### src/rtl/mem_arb_pkg.sv
// Shared types and helpers for the IF/D single-port memory arbiter.
package mem_arb_pkg;

  typedef enum logic [1:0] {IDLE, ACCESS, WAIT, RESP} arb_state_t;

  typedef enum logic {REQ_IF, REQ_D} req_id_t;

  // Latency counter holds values 0..lat-1.
  function automatic int cnt_width(input int lat);
    return (lat > 1) ? $clog2(lat) : 1;
  endfunction

endpackage

### src/rtl/arb_pick.sv
// Combinational winner selection between IF and D.
// MEM_ARB_RR_EN: round-robin on a tie; otherwise D wins ties.
module arb_pick
  import mem_arb_pkg::*;
(
  input  logic    if_req_i,
  input  logic    d_req_i,
`ifdef MEM_ARB_RR_EN
  input  req_id_t last_i,
`endif
  output logic    any_o,
  output req_id_t pick_o
);

  assign any_o = if_req_i | d_req_i;

  always_comb begin
    pick_o = REQ_IF;
    if (if_req_i && d_req_i) begin
`ifdef MEM_ARB_RR_EN
      pick_o = (last_i == REQ_D) ? REQ_IF : REQ_D;
`else
      pick_o = REQ_D;
`endif
    end else if (d_req_i) begin
      pick_o = REQ_D;
    end
  end

endmodule

### src/rtl/mem_arbiter.sv
// Shares one fixed-latency memory between the fetch (IF) and data (D) ports.
// MEM_ARB_RR_EN selects round-robin tie-breaking (default: D over IF).
module mem_arbiter
  import mem_arb_pkg::*;
#(
  parameter int ADDR_W  = 8,
  parameter int DATA_W  = 8,
  parameter int MEM_LAT = 2
) (
  input  logic              clk,
  input  logic              reset,
  input  logic              if_req,
  input  logic [ADDR_W-1:0] if_addr,
  output logic              if_gnt,
  output logic              if_valid,
  output logic [DATA_W-1:0] if_rdata,
  input  logic              d_req,
  input  logic              d_we,
  input  logic [ADDR_W-1:0] d_addr,
  input  logic [DATA_W-1:0] d_wdata,
  output logic              d_gnt,
  output logic              d_valid,
  output logic [DATA_W-1:0] d_rdata,
  output logic              mem_en,
  output logic              mem_we,
  output logic [ADDR_W-1:0] mem_addr,
  output logic [DATA_W-1:0] mem_wdata,
  input  logic [DATA_W-1:0] mem_rdata
);

  localparam int CNT_W = cnt_width(MEM_LAT);
  localparam logic [CNT_W-1:0] CNT_LOAD = CNT_W'(MEM_LAT - 1);

  arb_state_t        state_q, state_d;
  req_id_t           owner_q, owner_d;
  logic              wr_q, wr_d;
  logic [CNT_W-1:0]  cnt_q, cnt_d;
  logic              if_gnt_q, if_gnt_d, d_gnt_q, d_gnt_d;
  logic              if_valid_q, if_valid_d, d_valid_q, d_valid_d;
  logic              mem_en_q, mem_en_d, mem_we_q, mem_we_d;
  logic [ADDR_W-1:0] mem_addr_q, mem_addr_d;
  logic [DATA_W-1:0] mem_wdata_q, mem_wdata_d;
  logic [DATA_W-1:0] if_rdata_q, if_rdata_d, d_rdata_q, d_rdata_d;

  logic    any_req;
  req_id_t pick;

  // owner_q doubles as the last-winner register: it updates on every grant.
  arb_pick u_pick (
    .if_req_i (if_req),
    .d_req_i  (d_req),
`ifdef MEM_ARB_RR_EN
    .last_i   (owner_q),
`endif
    .any_o    (any_req),
    .pick_o   (pick)
  );

  always_comb begin
    state_d     = state_q;
    owner_d     = owner_q;
    wr_d        = wr_q;
    cnt_d       = cnt_q;
    if_gnt_d    = 1'b0;
    d_gnt_d     = 1'b0;
    if_valid_d  = 1'b0;
    d_valid_d   = 1'b0;
    mem_en_d    = 1'b0;
    mem_we_d    = 1'b0;
    mem_addr_d  = mem_addr_q;
    mem_wdata_d = mem_wdata_q;
    if_rdata_d  = if_rdata_q;
    d_rdata_d   = d_rdata_q;
    unique case (state_q)
      IDLE, RESP: begin
        if (any_req) begin
          state_d  = ACCESS;
          owner_d  = pick;
          mem_en_d = 1'b1;
          if (pick == REQ_D) begin
            d_gnt_d     = 1'b1;
            wr_d        = d_we;
            mem_we_d    = d_we;
            mem_addr_d  = d_addr;
            mem_wdata_d = d_wdata;
          end else begin
            if_gnt_d   = 1'b1;
            wr_d       = 1'b0;
            mem_addr_d = if_addr;
          end
        end else begin
          state_d = IDLE;
        end
      end
      ACCESS: begin
        state_d = WAIT;
        cnt_d   = CNT_LOAD;
      end
      WAIT: begin
        // Counter reaching zero marks the cycle mem_rdata is valid.
        if (cnt_q == '0) begin
          state_d = RESP;
          if (owner_q == REQ_IF) begin
            if_valid_d = 1'b1;
            if_rdata_d = mem_rdata;
          end else begin
            d_valid_d = 1'b1;
            if (!wr_q) d_rdata_d = mem_rdata;
          end
        end else begin
          cnt_d = cnt_q - CNT_W'(1);
        end
      end
      default: state_d = IDLE;
    endcase
  end

  always_ff @(posedge clk or posedge reset) begin
    if (reset) begin
      state_q     <= IDLE;
      owner_q     <= REQ_D;
      wr_q        <= 1'b0;
      cnt_q       <= '0;
      if_gnt_q    <= 1'b0;
      d_gnt_q     <= 1'b0;
      if_valid_q  <= 1'b0;
      d_valid_q   <= 1'b0;
      mem_en_q    <= 1'b0;
      mem_we_q    <= 1'b0;
      mem_addr_q  <= '0;
      mem_wdata_q <= '0;
      if_rdata_q  <= '0;
      d_rdata_q   <= '0;
    end else begin
      state_q     <= state_d;
      owner_q     <= owner_d;
      wr_q        <= wr_d;
      cnt_q       <= cnt_d;
      if_gnt_q    <= if_gnt_d;
      d_gnt_q     <= d_gnt_d;
      if_valid_q  <= if_valid_d;
      d_valid_q   <= d_valid_d;
      mem_en_q    <= mem_en_d;
      mem_we_q    <= mem_we_d;
      mem_addr_q  <= mem_addr_d;
      mem_wdata_q <= mem_wdata_d;
      if_rdata_q  <= if_rdata_d;
      d_rdata_q   <= d_rdata_d;
    end
  end

  assign if_gnt    = if_gnt_q;
  assign d_gnt     = d_gnt_q;
  assign if_valid  = if_valid_q;
  assign d_valid   = d_valid_q;
  assign if_rdata  = if_rdata_q;
  assign d_rdata   = d_rdata_q;
  assign mem_en    = mem_en_q;
  assign mem_we    = mem_we_q;
  assign mem_addr  = mem_addr_q;
  assign mem_wdata = mem_wdata_q;

endmodule
### config.mk
export PLATFORM = sky130hd
export DESIGN_NAME = mem_arbiter
export DESIGN_NICKNAME = d
export VERILOG_FILES = /design/src/rtl/mem_arb_pkg.sv /design/src/rtl/arb_pick.sv /design/src/rtl/mem_arbiter.sv
export SDC_FILE = /design/constraint.sdc
export NUM_CORES = 1
export LEC_CHECK = 0
export CORE_ASPECT_RATIO = 1.2
export CORE_MARGIN = 2
export CORE_UTILIZATION = 45
export CTS_CLUSTER_SIZE = 8
export DETAILED_ROUTE_END_ITERATION = 10
export MAX_ROUTING_LAYER = met4
export PLACE_DENSITY_LB_ADDON = 0.15
export SETUP_SLACK_MARGIN = 0.3
export SYNTH_ARGS = -nofsm -noshare
export SYNTH_HDL_FRONTEND = slang
export SYNTH_SLANG_ARGS = --single-unit
### constraint.sdc
create_clock -name clk -period 2.6 [get_ports clk]
set_input_delay 0.52 -clock clk [delete_from_list [all_inputs] [get_ports clk]]
set_output_delay 0.52 -clock clk [all_outputs]
set_load 0.02 [all_outputs]
==> results.ini <==
[timing]
tightest_slew_ps=592
layout_setup_ws_ps=728
finalSetupTns_ps=0
fin_crit_sh=0.720
fmax_mhz=534
max_slew_margin=0.605
setup_viol=0
fin_skew_ps=10.1
hold_violations=0
timing.hold.ws_ps=509
grt_setup_unrepaired=no
min_period_ps=1870
slew_violations=0

[final_layout]
fillers=303
fin_cells=246
drive_above_1_share=0.208
fin_area_um2=2630
final_util=0.683
syn_to_final_growth_pct=48.3
n_antenna_cell=0
final_net_count=230

[job]
maxCapViolations=0

[clock_tree]
cts_buffers=5
cts_hold_buf=0
clk_pin_slew_ps=80
cts-root-buf=clkbuf_8
h-tree-depth=2
cts_tree=done
post_cts_buffers=0
cts-resized-gates=0
cts_sinks=43
clkLatencyLatePin_ps=290
cts_buffer_depth=2

[die]
die_width_um=61.3
die_area_um2=4460
initial_core_util=0.460
io-pin-count=75
die_y_um=72.7
rows=25
fp.coreArea_um2=3850

[drt]
drtIter0Drc=20
firstDrtPassIters=4
final_antenna_net_count=0
post-route-drc-count=0
drt-wirelength-per-cell_um=15.4
drt_wl_total_um=3780
num_vias=1228
via_per_inst=4.99

[global_route]
first_global_vias=1257
grt_max_degree=44
use_met1=0.214
grt.busiest_layer=met2
grt_util_met3=0.0479
grt_util_all_layers=0.189
antenna_found_initial=0
grt_overflow=0
grtUsageMet2=0.313
grt_first_pass_wirelength_um=5990

[synthesis]
ys_ff_latch=43
ys_warn_count=0
synth_edf_count=0
syn_inst=118
syn_area_um2=1770
ys_seq_area_frac=0.608
ys_async_sr_fraction=1.00
synthTopCellsByCount=dfrtp_1 (42), mux2_2 (24), nand4bb_1 (8)
ys_top_cells_by_area=dfrtp_1 (59%), mux2_2 (15%), nand4bb_1 (5.1%)
avgSynthCellArea_um2=15.0
yosys.cell_types.count=25
synth_ff_type=dfrtp_1
yosys.area.top_type=dfrtp_1
yosysMostFrequentCell=dfrtp_1
synth_top_area_frac=0.593
syn-num-nets=156

[placement]
gp_congestion=0.704
dp.final_hpwl_um=2770
placed_cells=239
pre_cts_slack_ps=466
placed_area_um2=2520
port_buffers=74

[pwr]
swShare=0.353
vdd_ir_drop_max_v=0.000660
p_comb_frac=0.512
seqPwrFrac=0.343
p_total_mw=3.40
power_switching_mw=1.20
p_int_mw=2.20
clock_power_share=0.145
p_per_area_nw_per_um2=1290
leakagePower_nw=1.10

[worst_setup_path]
crit_type=flop to flop
critPathLaunchType=flop
cp_top_family=adder cells
arrival_ps=2040
cp_max_fo=21
worst_ep_required_time_ps=2770
path_cells=inv_1 -> ha_1 -> nand2_2 -> mux2_2
crit_slowest_cell=ha_1
path_buf_inv=1
endpoint_kind=flop
critPathMaxStageDelay_ps=660

[run_status]
status=complete, no violations

[min_path]
hold_path_class=flop to flop

sequential cells by signal, indices dropped and copies added, names as in the netlist:
name       cells
state_q        2
if_rdata       8
if_gnt         1
mem_we         1
wr_q           1
mem_wdata      8
d_gnt          1
if_valid       1
d_valid        1
cnt_q          1
mem_en         1
mem_addr       8
owner_q        1
d_rdata        8
path summary, 6_finish.rpt:
kind                                                  to  cells after the start               startpoint  slack [ps]
worst max-delay path            mem_wdata[5]$_DFFE_PP0P_                      4   state_q[0]$_DFFE_PP0P_         730
worst min-delay path             if_rdata[6]$_DFFE_PP0P_                      1  if_rdata[6]$_DFFE_PP0P_         510
worst max register to register  mem_wdata[5]$_DFFE_PP0P_                      4   state_q[0]$_DFFE_PP0P_         730
worst min register to register   if_rdata[6]$_DFFE_PP0P_                      1  if_rdata[6]$_DFFE_PP0P_         510
max in group asynchronous            owner_q$_DFFE_PP1P_                      3                    reset        1560
min in group asynchronous        if_rdata[1]$_DFFE_PP0P_                      3                    reset         660
final cells by class:
cell class                      count  area [µm²]  share of cell area
Sequential cell                    43        1080               0.410
Timing Repair Buffer               76         756               0.288
Multi-Input combinational cell     61         606               0.230
Clock buffer                        6        72.6              0.0276
Tap cell                           54        67.6              0.0257
Clock inverter                      1        30.0              0.0114
Inverter                            5        18.8             0.00714
power by group through the flow:
| stage | combinational [mW] | sequential, mW | clock, mW |
|---|---|---|---|
| 5_1_grt | 1.87 | 1.21 | 0.531 |
| 4_1_cts | 1.76 | 1.17 | 0.508 |
| 6_report | 1.74 | 1.17 | 0.491 |
| 2_1_floorplan | 0.717 | 1.51 | 0 |
| 3_3_place_gp | 1.71 | 1.17 | 0 |
| 3_5_place_dp | 1.76 | 1.18 | 0 |
per-layer routing:
layer	up-vias	routed length, µm
li1	579	-
met1	596	1470
met2	47	2030
met3	6	219
met4	0	59
met5	-	0
kinds of logic after synthesis:
| family | synth area share |
|---|---|
| mux | 0.158 |
| simple gates | 0.106 |
| fa+ha+maj | 0.00706 |
| buf+inv | 0.0501 |
| compound gates | 0.0706 |
| flops | 0.608 |
cell usage in the layout (no fill, tap or decap):
cell / n
buf_4: 2
mux2_2: 24
nor3b_1: 1
o21a_1: 1
clkdlybuf4s50_1: 74
o211a_1: 4
a22o_1: 1
nand2_2: 1
clkinv_1: 1
ha_1: 1
o21ai_0: 1
o221a_2: 5
or4b_1: 1
and3b_2: 1
clkbuf_8: 5
dfstp_2: 1
nor2_1: 1
o21bai_1: 1
nand4bb_1: 8
and3_1: 1
nand3b_1: 4
dfrtp_1: 42
inv_1: 4
and4bb_1: 1
nand2_1: 3
mux2i_1: 1
clkbuf_1: 1
bufinv_16: 1
Note: power is estimated with default switching activity, not from simulation.
